==> src/rtl/leitor_banco_registradores.sv <==
// Read-side sequencer that dumps the register bank as a byte stream over valid/ready.
// Optional trailing XOR checksum byte is enabled with `define LEITOR_CHECKSUM_EN.
module leitor_banco_registradores #(
    parameter int NUM_REGS     = 4,
    parameter int LARGURA_END  = 2,
    parameter int LARGURA_DADO = 8
) (
    input  logic                    clk,
    input  logic                    reset,
    input  logic                    iniciar,
    output logic [LARGURA_END-1:0]  endereco_leitura,
    input  logic [LARGURA_DADO-1:0] dado_leitura,
    output logic [LARGURA_DADO-1:0] saida_dado,
    output logic                    saida_valida,
    input  logic                    saida_pronta,
    output logic                    saida_ultimo,
    output logic                    ocupado,
    output logic                    concluido
);

`ifdef LEITOR_CHECKSUM_EN
    typedef enum logic [2:0] {OCIOSO, LER, ENVIA, CHECKSUM, FIM} estado_t;
`else
    typedef enum logic [1:0] {OCIOSO, LER, ENVIA, FIM} estado_t;
`endif

    localparam logic [LARGURA_END-1:0] ULTIMO = LARGURA_END'(NUM_REGS - 1);

    estado_t                 estado_q, estado_d;
    logic [LARGURA_END-1:0]  indice_q, indice_d;
    logic [LARGURA_DADO-1:0] dado_q, dado_d;
    logic                    handshake;
`ifdef LEITOR_CHECKSUM_EN
    logic [LARGURA_DADO-1:0] acc_q, acc_d;
`endif

    assign handshake = saida_valida & saida_pronta;

    always_ff @(posedge clk or posedge reset) begin
        if (reset) begin
            estado_q <= OCIOSO;
            indice_q <= '0;
            dado_q   <= '0;
`ifdef LEITOR_CHECKSUM_EN
            acc_q    <= '0;
`endif
        end else begin
            estado_q <= estado_d;
            indice_q <= indice_d;
            dado_q   <= dado_d;
`ifdef LEITOR_CHECKSUM_EN
            acc_q    <= acc_d;
`endif
        end
    end

    always_comb begin
        estado_d = estado_q;
        indice_d = indice_q;
        dado_d   = dado_q;
`ifdef LEITOR_CHECKSUM_EN
        acc_d    = acc_q;
`endif
        case (estado_q)
            OCIOSO: begin
                if (iniciar) begin
                    indice_d = '0;
                    estado_d = LER;
`ifdef LEITOR_CHECKSUM_EN
                    acc_d    = '0;
`endif
                end
            end
            LER: begin
                dado_d   = dado_leitura;
                estado_d = ENVIA;
            end
            ENVIA: begin
                if (handshake) begin
`ifdef LEITOR_CHECKSUM_EN
                    acc_d = acc_q ^ dado_q;
`endif
                    if (indice_q == ULTIMO) begin
`ifdef LEITOR_CHECKSUM_EN
                        // The checksum byte reuses the output register, so it stays stable until accepted.
                        dado_d   = acc_q ^ dado_q;
                        estado_d = CHECKSUM;
`else
                        estado_d = FIM;
`endif
                    end else begin
                        indice_d = indice_q + 1'b1;
                        estado_d = LER;
                    end
                end
            end
`ifdef LEITOR_CHECKSUM_EN
            CHECKSUM: begin
                if (handshake) begin
                    estado_d = FIM;
                end
            end
`endif
            FIM: begin
                estado_d = OCIOSO;
            end
            default: begin
                estado_d = OCIOSO;
            end
        endcase
    end

    always_comb begin
        endereco_leitura = '0;
        saida_valida     = 1'b0;
        saida_ultimo     = 1'b0;
        ocupado          = 1'b0;
        concluido        = 1'b0;
        case (estado_q)
            LER: begin
                endereco_leitura = indice_q;
                ocupado          = 1'b1;
            end
            ENVIA: begin
                endereco_leitura = indice_q;
                saida_valida     = 1'b1;
                ocupado          = 1'b1;
`ifndef LEITOR_CHECKSUM_EN
                saida_ultimo     = (indice_q == ULTIMO);
`endif
            end
`ifdef LEITOR_CHECKSUM_EN
            CHECKSUM: begin
                endereco_leitura = indice_q;
                saida_valida     = 1'b1;
                saida_ultimo     = 1'b1;
                ocupado          = 1'b1;
            end
`endif
            FIM: begin
                endereco_leitura = indice_q;
                ocupado          = 1'b1;
                concluido        = 1'b1;
            end
            default: begin
                endereco_leitura = '0;
            end
        endcase
    end

    assign saida_dado = dado_q;

endmodule

==> config.mk <==
export PLATFORM = sky130hd
export DESIGN_NAME = leitor_banco_registradores
export DESIGN_NICKNAME = d
export VERILOG_FILES = /design/src/rtl/leitor_banco_registradores.sv
export SDC_FILE = /design/constraint.sdc
export NUM_CORES = 1
export LEC_CHECK = 0
export BUFFER_PORTS_ARGS = -buffer_cell sky130_fd_sc_hd__buf_4
export CAP_MARGIN = 40
export CORE_MARGIN = 5
export CORE_UTILIZATION = 44
export CTS_CLUSTER_DIAMETER = 50
export DETAILED_ROUTE_END_ITERATION = 10
export PLACE_DENSITY = 0.75
export SLEW_MARGIN = 10
export SYNTH_ARGS = -nofsm -noshare
export SYNTH_HDL_FRONTEND = slang
export SYNTH_SLANG_ARGS = --single-unit
==> constraint.sdc <==
create_clock -name clk -period 1.8 [get_ports clk]
set_input_delay 0.09 -clock clk [delete_from_list [all_inputs] [get_ports clk]]
set_output_delay 0.09 -clock clk [all_outputs]
set_load 0.1 [all_outputs]
==> results.py <==
metrics = {
    "outcome": {
        "status": "finished, final reports clean",
    },
    "sta": {
        "fin_setup_tns_ns": 0,
        "holdWs_ns": 0.05856,
        "drv_slew": 0,
        "timing.fmax_mhz": 627.7,
        "worstMarginPinSlew_ns": 0.4506,
        "hold_viol": 0,
        "rsz0062_at_grt": "no",
        "slew_headroom_pct": 69.93,
        "finalSetupViolations": 0,
        "fin_crit_ns": 1.593,
        "fin_skew_ns": 0.003517,
        "min_period_over_period_pct": 88.51,
    },
    "drt": {
        "drt_first_pass_iters": 4,
        "m1WireLength_um": 498,
        "vias": 429,
        "top_layer_used": "met4",
        "routed_via_density": 5.047,
        "wl_met3_um": 161,
        "drc_errors": 0,
        "wl_per_cell_um": 15.06,
        "wl_met2_um": 603,
        "antenna_left": 0,
        "drtIter0Drc": 4,
        "routed_wl_mm": 1.280,
    },
    "synthesis": {
        "syn_area_um2": 599.3,
        "synthAdderAreaFrac_pct": 2.088,
        "syn_nets": 56,
        "yosys-top-cells-area": "dfrtp_1, mux2_4, and2_1",
        "yosysTopAreaCell": "dfrtp_1",
        "synth_edf_count": 0,
        "yosysSeqAreaShare_pct": 50.10,
        "synth_warnings": 0,
        "synth_top_family_by_area": "multiplexers",
        "yosysMostFrequentCell": "dfrtp_1",
        "synth_ff_type": "dfrtp_1",
        "synth_cell_types": 19,
        "synth_commonest_cells": "dfrtp_1, mux2_4, and2_1",
        "avgSynthCellArea_um2": 13.94,
        "synthMuxAreaShare_pct": 26.10,
        "ys_async_sr_fraction_pct": 100.0,
        "synth-xor-area-share_pct": 0,
        "yosys.area.top_type_share_pct": 50.10,
        "synth-simple-area-share_pct": 12.73,
        "synth_seq_cells": 12,
        "synth_compound_area_share_pct": 5.010,
        "netlist_instances": 43,
    },
    "grt": {
        "grt_max_degree": 13,
        "grt_usage_pct": 13.31,
        "grt_pass1_vias": 456,
        "antenna_found_initial": 0,
        "grt_overflow": 0,
        "grt_pass1_wl_mm": 2.007,
    },
    "worst_setup_path": {
        "cp_cell_sequence": "or2_2 > and2_2 > buf_4",
        "cp_max_fo": 8,
        "critPathSlowestCell": "dfrtp_1",
        "critPathCaptureType": "output pin",
        "crit_type": "reg -> out",
        "cpPeakStageDelay_ns": 0.47,
        "worstPathRequired_ns": 1.71,
        "cp-start-kind": "flip-flop",
        "worstPathArrival_ns": 1.50,
        "crit_family": "simple AND/OR/NAND/NOR gates",
        "crit_buf_inv": 1,
    },
    "place": {
        "portBuffers": 25,
        "place.gp.congestion": 0.7808,
        "dpl_cell_area_um2": 797.0,
    },
    "finish": {
        "layout-drive-gt1-share_pct": 65.71,
        "stdcell_area_um2": 829.5,
        "nets": 85,
        "area_delta_synth_final_pct": 38.41,
        "antennaDiodeCount": 0,
    },
    "cts": {
        "cts_tree": "done",
        "h-tree-depth": 1,
        "cts.sinks": 12,
        "cts_made_buffers": 3,
        "clock_path_buffers": 2,
        "post_cts_resize_count": 0,
        "insertion_delay_ns": 0.26,
        "cts_root_buffer": "clkbuf_4",
        "cts.clk_slew.worst_paths_ns": 0.07,
    },
    "floorplanning": {
        "rows": 13,
        "start_util_pct": 46.06,
        "dieWidth_um": 46.91,
        "core_area_um2": 1301,
        "pin_count": 26,
        "die_h_um": 46.91,
        "die_area_um2": 2200,
    },
    "min_path": {
        "hp-class": "in -> reg",
    },
    "job": {
        "drv_cap": 0,
    },
}
repair_timing:
action                     CTS  global route
hold endpoints to repair    12             0
setup endpoints to repair    0             0
buffers inserted             0             0
hold buffers                 1             0
placed cells by master (no fill, tap or decap):
cell type	count
a22o_1	2
and2_2	4
and2b_4	1
buf_4	25
clkbuf_4	3
clkinvlp_4	1
dfrtp_1	12
dlygate4sd3_1	1
ha_1	1
inv_1	1
mux2_2	1
mux2_4	9
mux2i_1	1
nand2b_1	1
nand2b_4	1
nor2_1	2
nor2b_1	1
o21ai_0	1
o21bai_1	1
or2_2	1
cells by family (layout without fill, tap and decap cells):
family          count (synthesis)  in the layout
mux                            11             11
flops                          12             12
simple gates                   11             11
fa+ha+maj                       1              1
compound gates                  4              4
buf+inv                         4             31
per-layer routing:
metal,up-vias,track usage (%)
met4,0,6.630
met3,2,3.448
li1,202,-
met2,29,21.95
met5,-,0
met1,196,15.99
worst register-to-register path, stage by stage, from the launching register on:
cell	delay, ns
dfrtp_1	0.42
ha_1	0.22
and2b_4	0.27
mux2_4	0.29
a22o_1	0.22
sequential cells by signal (all words and copies together) (netlist names):
| signal | cells |
|---|---|
| saida_dado | 8 |
| estado_q | 2 |
| indice_q | 2 |
through the flow:
| stage | utilization (%) | setup WS (ns) | cells |
|---|---|---|---|
| 2_1_floorplan | - | 0.08121 | 43 |
| 3_3_place_gp | 61.25 | 0.3229 | 81 |
| 3_5_place_dp | 61.25 | 0.2827 | 81 |
| 4_1_cts | 63.75 | 0.2008 | 85 |
| 5_1_grt | 63.75 | 0.1257 | 85 |
| 6_report | 63.75 | 0.2069 | 85 |
worst paths after layout:
kind	from	cells after the start	endpoint	slack (ns)
worst max-delay path	estado_q[0]	3	endereco_leitura[1]	0.21
worst min-delay path	dado_leitura[0]	2	saida_dado[0]	0.06
worst max register to register	indice_q[0]	4	indice_q[1]	0.29
worst min register to register	saida_dado[5]	1	saida_dado[5]	0.51
max in group asynchronous	reset	3	saida_dado[2]	1.10
min in group asynchronous	reset	3	saida_dado[0]	0.39
area by class of cell:
type	instances	area [µm²]
clock buffers	3	22.52
fillers	113	471.7
inverters	2	11.26
multi-input cells	27	279.0
flip-flops and latches	12	300.3
well taps	15	18.77
repair buffers	26	197.7
Power is left out: the tool's default activity adds up to more than one toggle a clock period on the data nets, which glitch-free logic cannot reach.
